--- config.mk ---
export PLATFORM = sky130hd
export DESIGN_NAME = corejtagdebug_tunnel_fsm_flat
export DESIGN_NICKNAME = d
export VERILOG_FILES = /design/src/rtl/corejtagdebug_tunnel_fsm_if.sv /design/src/rtl/corejtagdebug_tunnel_fsm.sv /design/src/flat_wrapper.sv
export SDC_FILE = /design/constraint.sdc
export NUM_CORES = 1
export LEC_CHECK = 0
export BUFFER_PORTS_ARGS = -buffer_cell sky130_fd_sc_hd__buf_4
export CAP_MARGIN = 20
export CORE_ASPECT_RATIO = 1.75
export CORE_MARGIN = 2
export CORE_UTILIZATION = 34
export DETAILED_ROUTE_END_ITERATION = 16
export SLEW_MARGIN = 20
export SYNTH_ARGS = -nofsm -noshare
export SYNTH_HDL_FRONTEND = slang
export SYNTH_SLANG_ARGS = --single-unit
export TNS_END_PERCENT = 5
--- constraint.sdc ---
create_clock -name UDRCK -period 2.2 [get_ports UDRCK]
set_input_delay 0.11 -clock UDRCK [delete_from_list [all_inputs] [get_ports UDRCK]]
set_output_delay 0.11 -clock UDRCK [all_outputs]
set_load 0.1 [all_outputs]
--- src/rtl/corejtagdebug_tunnel_fsm_if.sv ---
`default_nettype none
// ============================================================================
// Module   : corejtagdebug_tunnel_fsm_if
// Purpose  : UJTAG-side host strobes/data and target-side TAP pins for one
//            tunnel target.
// Revision : 1.0
// ============================================================================
interface corejtagdebug_tunnel_fsm_if;
    logic       UDRCAP;
    logic       UDRSH;
    logic       UDRUPD;
    logic [7:0] UIREG;
    logic       UTDI;
    logic       DUT_TDO;
    logic       UTDO;
    logic       UTDODRV;
    logic       DUT_TCK;
    logic       DUT_TMS;
    logic       DUT_TDI;

    modport master (
        output UDRCAP, UDRSH, UDRUPD, UIREG, UTDI, DUT_TDO,
        input  UTDO, UTDODRV, DUT_TCK, DUT_TMS, DUT_TDI
    );

    modport slave (
        input  UDRCAP, UDRSH, UDRUPD, UIREG, UTDI, DUT_TDO,
        output UTDO, UTDODRV, DUT_TCK, DUT_TMS, DUT_TDI
    );
endinterface
`default_nettype wire

--- src/rtl/corejtagdebug_tunnel_fsm.sv ---
`default_nettype none
// ============================================================================
// Module   : corejtagdebug_tunnel_fsm
// Purpose  : Decodes tunnel packets from the UJTAG user DR and replays them
//            as a gated-TCK IR/DR scan on one downstream target TAP.
// Revision : 1.0
// ============================================================================
module corejtagdebug_tunnel_fsm #(
    parameter logic [7:0] IR_CODE_TGT       = 8'h55,
    parameter logic [7:0] NUM_LEAD_PAD_BITS = 8'd0
) (
    input  wire logic                    UDRCK,
    input  wire logic                    URSTB,
    corejtagdebug_tunnel_fsm_if.slave    bus
);

    localparam logic [2:0] S_IDLE = 3'd0;
    localparam logic [2:0] S_PAD  = 3'd1;
    localparam logic [2:0] S_KIND = 3'd2;
    localparam logic [2:0] S_LEN  = 3'd3;
    localparam logic [2:0] S_NAV  = 3'd4;
    localparam logic [2:0] S_PAY  = 3'd5;
    localparam logic [2:0] S_POST = 3'd6;
    localparam logic [2:0] S_DONE = 3'd7;

    localparam logic [7:0] c_pad_last = NUM_LEAD_PAD_BITS - 8'd1;

    logic [2:0] r_state, w_state_d;
    logic [7:0] r_cnt,   w_cnt_d;
    logic [6:0] r_len,   w_len_d;
    logic       r_kind,  w_kind_d;
    logic       r_tms,   w_tms_d;
    logic       r_tdi,   w_tdi_d;
    logic       r_tck_req, w_tck_req_d;
    logic       r_en_q;
    logic       r_tdo;

    logic       w_sel, w_host_bit, w_upd;
    logic [6:0] w_len_shift;
    logic [7:0] w_nav_last;
    logic       w_pay_last;

    assign w_sel       = (bus.UIREG == IR_CODE_TGT);
    assign w_host_bit  = w_sel & bus.UDRSH;
    assign w_upd       = w_sel & bus.UDRUPD;
    assign w_len_shift = {bus.UTDI, r_len[6:1]};
    assign w_nav_last  = r_kind ? 8'd3 : 8'd2;
    assign w_pay_last  = (r_cnt[6:0] == (r_len - 7'd1));

    // State and packet-field registers
    always_ff @(posedge UDRCK or negedge URSTB) begin
        if (!URSTB) begin
            r_state   <= S_IDLE;
            r_cnt     <= 8'd0;
            r_len     <= 7'd0;
            r_kind    <= 1'b0;
            r_tms     <= 1'b0;
            r_tdi     <= 1'b0;
            r_tck_req <= 1'b0;
            r_tdo     <= 1'b0;
        end else begin
            r_state   <= w_state_d;
            r_cnt     <= w_cnt_d;
            r_len     <= w_len_d;
            r_kind    <= w_kind_d;
            r_tms     <= w_tms_d;
            r_tdi     <= w_tdi_d;
            r_tck_req <= w_tck_req_d;
            r_tdo     <= bus.DUT_TDO;
        end
    end

    // Enable changes only while UDRCK is low, so the gated clock cannot glitch
    always_ff @(negedge UDRCK or negedge URSTB) begin
        if (!URSTB) begin
            r_en_q <= 1'b0;
        end else begin
            r_en_q <= r_tck_req;
        end
    end

    // Next-state logic
    always_comb begin
        w_state_d = r_state;
        w_cnt_d   = r_cnt;
        w_len_d   = r_len;
        w_kind_d  = r_kind;
        if (w_upd) begin
            w_state_d = S_IDLE;
            w_cnt_d   = 8'd0;
        end else begin
            case (r_state)
                S_IDLE: begin
                    if (w_sel && bus.UDRCAP) begin
                        w_cnt_d   = 8'd0;
                        w_state_d = (NUM_LEAD_PAD_BITS == 8'd0) ? S_KIND : S_PAD;
                    end
                end
                S_PAD: begin
                    if (w_host_bit) begin
                        if (r_cnt == c_pad_last) begin
                            w_state_d = S_KIND;
                            w_cnt_d   = 8'd0;
                        end else begin
                            w_cnt_d = r_cnt + 8'd1;
                        end
                    end
                end
                S_KIND: begin
                    if (w_host_bit) begin
                        w_kind_d  = bus.UTDI;
                        w_state_d = S_LEN;
                        w_cnt_d   = 8'd0;
                    end
                end
                S_LEN: begin
                    if (w_host_bit) begin
                        w_len_d = w_len_shift;
                        if (r_cnt == 8'd6) begin
                            w_cnt_d   = 8'd0;
                            w_state_d = (w_len_shift == 7'd0) ? S_DONE : S_NAV;
                        end else begin
                            w_cnt_d = r_cnt + 8'd1;
                        end
                    end
                end
                S_NAV: begin
                    if (w_host_bit) begin
                        if (r_cnt == w_nav_last) begin
                            w_state_d = S_PAY;
                            w_cnt_d   = 8'd0;
                        end else begin
                            w_cnt_d = r_cnt + 8'd1;
                        end
                    end
                end
                S_PAY: begin
                    if (w_host_bit) begin
                        if (w_pay_last) begin
                            w_state_d = S_POST;
                            w_cnt_d   = 8'd0;
                        end else begin
                            w_cnt_d = r_cnt + 8'd1;
                        end
                    end
                end
                S_POST: begin
                    if (w_host_bit) begin
                        if (r_cnt == 8'd1) begin
                            w_state_d = S_DONE;
                            w_cnt_d   = 8'd0;
                        end else begin
                            w_cnt_d = r_cnt + 8'd1;
                        end
                    end
                end
                default: begin
                end
            endcase
        end
    end

    // Target-cycle generation: TMS walks RTI -> Shift -> Exit1 -> Update -> RTI
    always_comb begin
        w_tck_req_d = 1'b0;
        w_tms_d     = r_tms;
        w_tdi_d     = r_tdi;
        if (w_host_bit && !w_upd) begin
            case (r_state)
                S_NAV: begin
                    w_tck_req_d = 1'b1;
                    w_tms_d     = r_kind ? (r_cnt < 8'd2) : (r_cnt == 8'd0);
                end
                S_PAY: begin
                    w_tck_req_d = 1'b1;
                    w_tms_d     = w_pay_last;
                    w_tdi_d     = bus.UTDI;
                end
                S_POST: begin
                    w_tck_req_d = 1'b1;
                    w_tms_d     = (r_cnt == 8'd0);
                end
                default: begin
                end
            endcase
        end
    end

    assign bus.DUT_TCK = UDRCK & r_en_q;
    assign bus.DUT_TMS = r_tms;
    assign bus.DUT_TDI = r_tdi;
    assign bus.UTDO    = r_tdo;
    assign bus.UTDODRV = w_host_bit;

endmodule
`default_nettype wire

--- src/flat_wrapper.sv ---
// flat-port wrapper written by rule: the top's interface ports become plain ports
module corejtagdebug_tunnel_fsm_flat 
#(
    parameter logic [7:0] IR_CODE_TGT       = 8'h55,
    parameter logic [7:0] NUM_LEAD_PAD_BITS = 8'd0
)
  (UDRCK, URSTB, bus_UDRCAP, bus_UDRSH, bus_UDRUPD, bus_UIREG, bus_UTDI, bus_DUT_TDO, bus_UTDO, bus_UTDODRV, bus_DUT_TCK, bus_DUT_TMS, bus_DUT_TDI);
  corejtagdebug_tunnel_fsm_if bus_i ();
  input  wire logic UDRCK;
  input  wire logic URSTB;
  input wire logic [$bits(bus_i.UDRCAP)-1:0] bus_UDRCAP;
  input wire logic [$bits(bus_i.UDRSH)-1:0] bus_UDRSH;
  input wire logic [$bits(bus_i.UDRUPD)-1:0] bus_UDRUPD;
  input wire logic [$bits(bus_i.UIREG)-1:0] bus_UIREG;
  input wire logic [$bits(bus_i.UTDI)-1:0] bus_UTDI;
  input wire logic [$bits(bus_i.DUT_TDO)-1:0] bus_DUT_TDO;
  output wire logic [$bits(bus_i.UTDO)-1:0] bus_UTDO;
  output wire logic [$bits(bus_i.UTDODRV)-1:0] bus_UTDODRV;
  output wire logic [$bits(bus_i.DUT_TCK)-1:0] bus_DUT_TCK;
  output wire logic [$bits(bus_i.DUT_TMS)-1:0] bus_DUT_TMS;
  output wire logic [$bits(bus_i.DUT_TDI)-1:0] bus_DUT_TDI;
  assign bus_i.UDRCAP = bus_UDRCAP;
  assign bus_i.UDRSH = bus_UDRSH;
  assign bus_i.UDRUPD = bus_UDRUPD;
  assign bus_i.UIREG = bus_UIREG;
  assign bus_i.UTDI = bus_UTDI;
  assign bus_i.DUT_TDO = bus_DUT_TDO;
  assign bus_UTDO = bus_i.UTDO;
  assign bus_UTDODRV = bus_i.UTDODRV;
  assign bus_DUT_TCK = bus_i.DUT_TCK;
  assign bus_DUT_TMS = bus_i.DUT_TMS;
  assign bus_DUT_TDI = bus_i.DUT_TDI;
  corejtagdebug_tunnel_fsm #(.IR_CODE_TGT(IR_CODE_TGT), .NUM_LEAD_PAD_BITS(NUM_LEAD_PAD_BITS)) u_core (.UDRCK(UDRCK), .URSTB(URSTB), .bus(bus_i));
endmodule
==> reports/metrics.yaml, run 1 <==
outcome: "finished with violations"
violations: "setup timing"
r2r-end: "u_core.r_cnt[3]$_DFFE_PN0P_"
ys_seq_area_share_pct: 36.9
power.share.combinational_pct: 7.1
clkPwrFrac_pct: 44.5
syn-cell-area_um2: 1630
met2RoutedLength_mm: 2.49
wl_per_cell_um: 15.4
synth_flop_cell: "dfrtp_1"
drt_iter0_drc: 19
die_width_um: 56.3
slowest_stage: "dfrtn_1"
hold_depth: 3
grt_start_max_net_pins: 24
dpl_cell_area_um2: 2030
stdcell_area_um2: 2260
rsz0062_at_grt: "true"
wl_mm: 4.36
area_growth_pct: 38.7
fill_cells: 472
dp_slack_ns: -0.0804
rrSetupSlack_ns: -0.01
drtPass1Iterations: 4
viasPerCell: 5.28
antenna_found_initial: 0
p_seq_share_pct: 48.4
final_cell_mix: "buf_4, dfrtp_1, nand2_1"
yosys_warnings: 0
worstSetupPathType: "reg2out"
dieArea_um2: 5380
dpl.hpwl_mm: 3.35
synth_fp_nets: 197
coreArea_um2: 4670
met3_length_um: 125
setup_ws_ns: -0.0976
die_h_um: 95.5
grt_pass1_wl_mm: 7.07
layout_commonest_cell: "buf_4"
vias: 1494
p_per_area_nw_per_um2: 407
switchingPower_mw: 0.199
route.detailed.drc: 0
synth.area.top_cells: "dfrtp_1, nand2_1, mux2_2"
cts_tree: "yes"
start_util_pct: 34.9
ant_nets: 0
reg2reg_depth: 10
ios: 20
fin_skew_ns: 0.0274
worstHoldStart: "bus_UDRUPD"
clock_latency_ns: 0.39
gp_congestion: 0.795
ys_seq_elements: 24
synth_edf_count: 0
synthArstFlopShare_pct: 100
ir_drop_mv: 0.207
worstPathCellList: "and2_4 -> buf_12"
crit_arrival_ns: 2.19
static-leakage-power_nw: 1.01
worst_ep_required_time_ns: 2.09
setup_viol: 3
finalHoldViolCount: 0
path_clk_slew_ns: 0.09
drive_gt1_share_pct: 39.8
tightest_slew_ns: 0.411
grt_overflow_total: 0
wl_met1_mm: 1.61
synth_top_area_share_pct: 35.4
grt_usage_pct: 17.8
fp-row-count: 33
hold_ws_ns: 0.100
synth_cells: 177
min_path_type: "in2reg"
top_layer_used: "met4"
crit_start: "u_core.r_en_q$_DFF_NN0_"
endpoint_kind: "primary output"
port_buffers: 19
drv_cap: 0
diodes: 0
start_kind: "flip-flop"
finalMaxSlewViolations: 0
nNetsFinal: 252
hold_path_end: "u_core.r_state[0]$_DFFE_PN0P_"
synth.distinct_cells: 54
cp_max_fo: 1
r2r-start: "u_core.r_len[1]$_DFFE_PN0P_"
max-slew-margin-rel_pct: 72.4
sw_frac_of_total_pct: 21.6
syn_avg_cell_area_um2: 9.20
slowest_delay_ns: 0.38
p_int_mw: 0.720
yosysTopAreaCell: "dfrtp_1"
grt_pass1_vias: 1543
final cells by class:
cell class / instances / area, um^2 / share of cell area (%)
Sequential cell: 24 / 601 / 26.6
Multi-Input combinational cell: 137 / 1040 / 46.2
Inverter: 10 / 37.5 / 1.66
Timing Repair Buffer: 52 / 405 / 18.0
Clock buffer: 8 / 106 / 4.71
Tap cell: 52 / 65.1 / 2.88
synthesized netlist by cell type, types with 2 or more instances:
library cell	count
inv_1	10
a21boi_0	2
nor3_1	2
a21oi_1	3
ha_1	5
nand2_1	23
dfrtp_1	23
nand3_1	7
or2_2	2
o211ai_1	2
and2_1	6
nand4bb_1	2
xor2_1	4
or4_1	2
mux2_2	7
a22o_2	2
xnor2_1	8
clkbuf_1	3
buf_2	3
nor2b_1	2
and3b_1	2
nor3_2	2
a31oi_1	2
nor2_1	14
o21ai_0	10
worst max-delay path: cells and delay by family (launching register included):
family	cells	cell delay, ns
buf+inv	1	0.16
flops	1	0.38
simple gates	1	0.14
metrics by stage:
stage               total power, mW  TNS [ns]  utilization, %  std cells
floorplan                     0.476    -0.110               -        177
global placement              0.515   -0.0470            43.6        272
CTS                           0.933    -0.125            46.4        282
finish                        0.919    -0.104            48.4        283
global route                  0.961    -0.739            48.4        283
detailed placement            0.515    -0.206            43.6        272
timing repair:
| item | in CTS | in global routing |
|---|---|---|
| pin swaps | 1 | 7 |
| endpoints found under the hold margin | 25 | 0 |
| endpoints found under the setup margin | 8 | 13 |
| buffers inserted | 0 | 1 |
| gates resized for setup | 5 | 21 |
| hold buffers | 3 | 0 |
cells by family after synthesis:
| family | synth area share (%) |
|---|---|
| AO/OA/AOI/OAI | 18.0 |
| flip-flops | 36.9 |
| AND/OR/NAND/NOR | 25.4 |
| multiplexers | 5.46 |
| buffers and inverters | 3.92 |
| adder cells (fa/ha/maj) | 3.84 |
| XOR/XNOR | 6.46 |
power by group through the flow:
stage / combinational (mW) / clock, mW / sequential [mW]
2_1_floorplan: 0.0147 / 0.00000137 / 0.461
3_3_place_gp: 0.0613 / 0.00000137 / 0.453
3_5_place_dp: 0.0615 / 0.00000137 / 0.454
4_1_cts: 0.0659 / 0.423 / 0.445
5_1_grt: 0.0710 / 0.445 / 0.445
6_report: 0.0649 / 0.409 / 0.445
registers in the layout, summed over array words and instances (netlist names):
signal and count:
u_core.r_cnt 8, u_core.r_len 7, u_core.r_state 3, u_core.bus.DUT_TDI 1
u_core.bus.DUT_TMS 1, u_core.bus.UTDO 1, u_core.r_en_q 1, u_core.r_kind 1
u_core.r_tck_req 1
layer usage:
metal	global-route usage, %	up-vias
li1	-	730
met1	17.1	724
met2	33.0	31
met3	4.07	9
met4	12.1	0
met5	0	-
worst max-delay path by stage:
stage | end | slack (ns)
floorplan | bus_DUT_TCK | -0.11
global placement | u_core.r_cnt[3]$_DFFE_PN0P_ | -0.04
detailed placement | u_core.r_cnt[3]$_DFFE_PN0P_ | -0.08
CTS | bus_DUT_TCK | -0.09
global route | u_core.r_cnt[3]$_DFFE_PN0P_ | -0.16
finish | bus_DUT_TCK | -0.1
Power figures use the tool's default switching activity.
==> run 2, diff against run 1 <==
==> constraint.sdc (replaced) <==
create_clock -name UDRCK -period 2.3 [get_ports UDRCK]
set_input_delay 0.115 -clock UDRCK [delete_from_list [all_inputs] [get_ports UDRCK]]
set_output_delay 0.115 -clock UDRCK [all_outputs]
set_load 0.1 [all_outputs]
==> run 2 against run 1 <==
Compared with the run above:
- the run still ends with setup timing left
- clock power decreased by 4%
- via count decreased by 0.47%
- total power decreased by 4.8%
- first-iteration DRC count increased to 3.1 times the previous value
- largest cell class unchanged
- worst setup slack improved by 0.039 ns
- die area unchanged
- highest routed layer unchanged
- hold slack got worse by 0.011 ns
- critical path depth unchanged
- flip-flop and latch count unchanged
- non-clock buffer count decreased by 10
==> reports/metrics.yaml, run 2 (synthesis gave the netlist of run 1 again) <==
outcome: "finished with violations"
violations: "setup timing"
start_util_pct: 34.9
fin_skew_ns: 0.0245
drt_iter0_drc: 58
drive_gt1_share_pct: 32.1
antenna_found_initial: 0
start_kind: "flip-flop"
clock_latency_ns: 0.40
gp_congestion: 0.880
vias: 1487
largest_register_ffs: 8
worstPathCellList: "and2_4 -> buf_12"
drtPass1Iterations: 4
top_regs: "u_core.r_cnt (8), u_core.r_len (7), u_core.r_state (3)"
setup_viol: 2
route.detailed.drc: 0
stdcell_area_um2: 2120
final_cell_mix: "buf_4, nand2_1, dfrtp_1"
endpoint_kind: "primary output"
coreArea_um2: 4670
cp_max_fo: 1
path_clk_slew_ns: 0.08
ff_latch_area_um2: 601
setup_ws_ns: -0.0591
dpl_cell_area_um2: 1950
ant_nets: 0
grt_usage_pct: 17.5
fill_cells: 481
finalSetupTns_ns: -0.0591
tightest_slew_ns: 0.431
wl_per_cell_um: 15.6
rsz0062_at_grt: "true"
p_per_area_nw_per_um2: 412
top_register: "u_core.r_cnt"
dieArea_um2: 5380
slowest_delay_ns: 0.39
grt_pass1_vias: 1500
crit_arrival_ns: 2.24
min_path_type: "in2reg"
multiInputGateArea_um2: 990
ir_drop_mv: 0.300
max-slew-margin-rel_pct: 71.1
wl_mm: 4.26
finalHoldViolCount: 0
slowest_stage: "dfrtn_1"
diodes: 0
worst_ep_required_time_ns: 2.18
cts_tree: "yes"
viasPerCell: 5.45
nNetsFinal: 242
layout_commonest_cell: "buf_4"
grt_pass1_wl_mm: 6.89
die_h_um: 95.5
grt_start_max_net_pins: 24
fp-row-count: 33
port_buffers: 19
static-leakage-power_nw: 0.969
finalMaxSlewViolations: 0
drv_cap: 0
dpl.hpwl_mm: 3.24
die_width_um: 56.3
area_growth_pct: 30.4
worstSetupPathType: "reg2out"
ios: 20
grt_overflow_total: 0
## run 2: metrics by stage
stage	power, mW	util, %	hold slack [ns]	instances	setup slack [ns]
2_1_floorplan	0.455	-	-0.181	177	-0.0647
3_3_place_gp	0.490	41.8	0.175	261	0.0284
3_5_place_dp	0.490	41.8	0.178	261	-0.00277
4_1_cts	0.895	44.7	0.0749	271	-0.0647
5_1_grt	0.920	45.5	0.0859	273	-0.0958
6_report	0.875	45.5	0.0892	273	-0.0591
## run 2: worst paths after layout
check / from / to / slack, ns / cells after the start
setup / recovery: u_core.r_en_q$_DFF_NN0_ / bus_DUT_TCK / -0.06 / 2
hold / removal: bus_UDRUPD / u_core.r_state[0]$_DFFE_PN0P_ / 0.09 / 3
setup reg to reg: u_core.r_cnt[6]$_DFFE_PN0P_ / u_core.r_cnt[3]$_DFFE_PN0P_ / 0.07 / 7
hold reg to reg: u_core.bus.DUT_TDI$_DFFE_PN0P_ / u_core.bus.DUT_TDI$_DFFE_PN0P_ / 0.52 / 1
max in group asynchronous: URSTB / u_core.r_en_q$_DFF_NN0_ / 1.08 / 2
min in group asynchronous: URSTB / u_core.bus.DUT_TDI$_DFFE_PN0P_ / 0.31 / 3
## run 2: timing repair
action	CTS	global route
resized for setup	4	4
setup endpoints to repair	3	8
buffers inserted	0	2
endpoints found under the hold margin	26	0
pin swaps	0	3
hold buffers	3	0
## run 2: power breakdown
part           switching, mW  total (mW)  internal [mW]
clock network          0.157       0.391          0.234
logic                 0.0261      0.0545         0.0284
registers            0.00591       0.430          0.424
## run 2: area by class of cell
cell class | instances | area share, %
Multi-Input combinational cell | 137 | 46.6
Clock buffer | 8 | 5.01
Inverter | 10 | 1.77
Tap cell | 52 | 3.07
Timing Repair Buffer | 42 | 15.2
Sequential cell | 24 | 28.3
## run 2: critical path: cells and delay by family, from the launching register on
kind                   cells  cell delay [ns]
flip-flops                 1             0.39
buffers and inverters      1             0.16
AND/OR/NAND/NOR            1             0.14
## run 2: metal layers
| metal | GRT usage [%] | wire length, um |
|---|---|---|
| met1 | 16.4 | 1550 |
| met2 | 31.9 | 2330 |
| met3 | 3.93 | 162 |
| met4 | 14.1 | 215 |
| met5 | 0 | 0 |
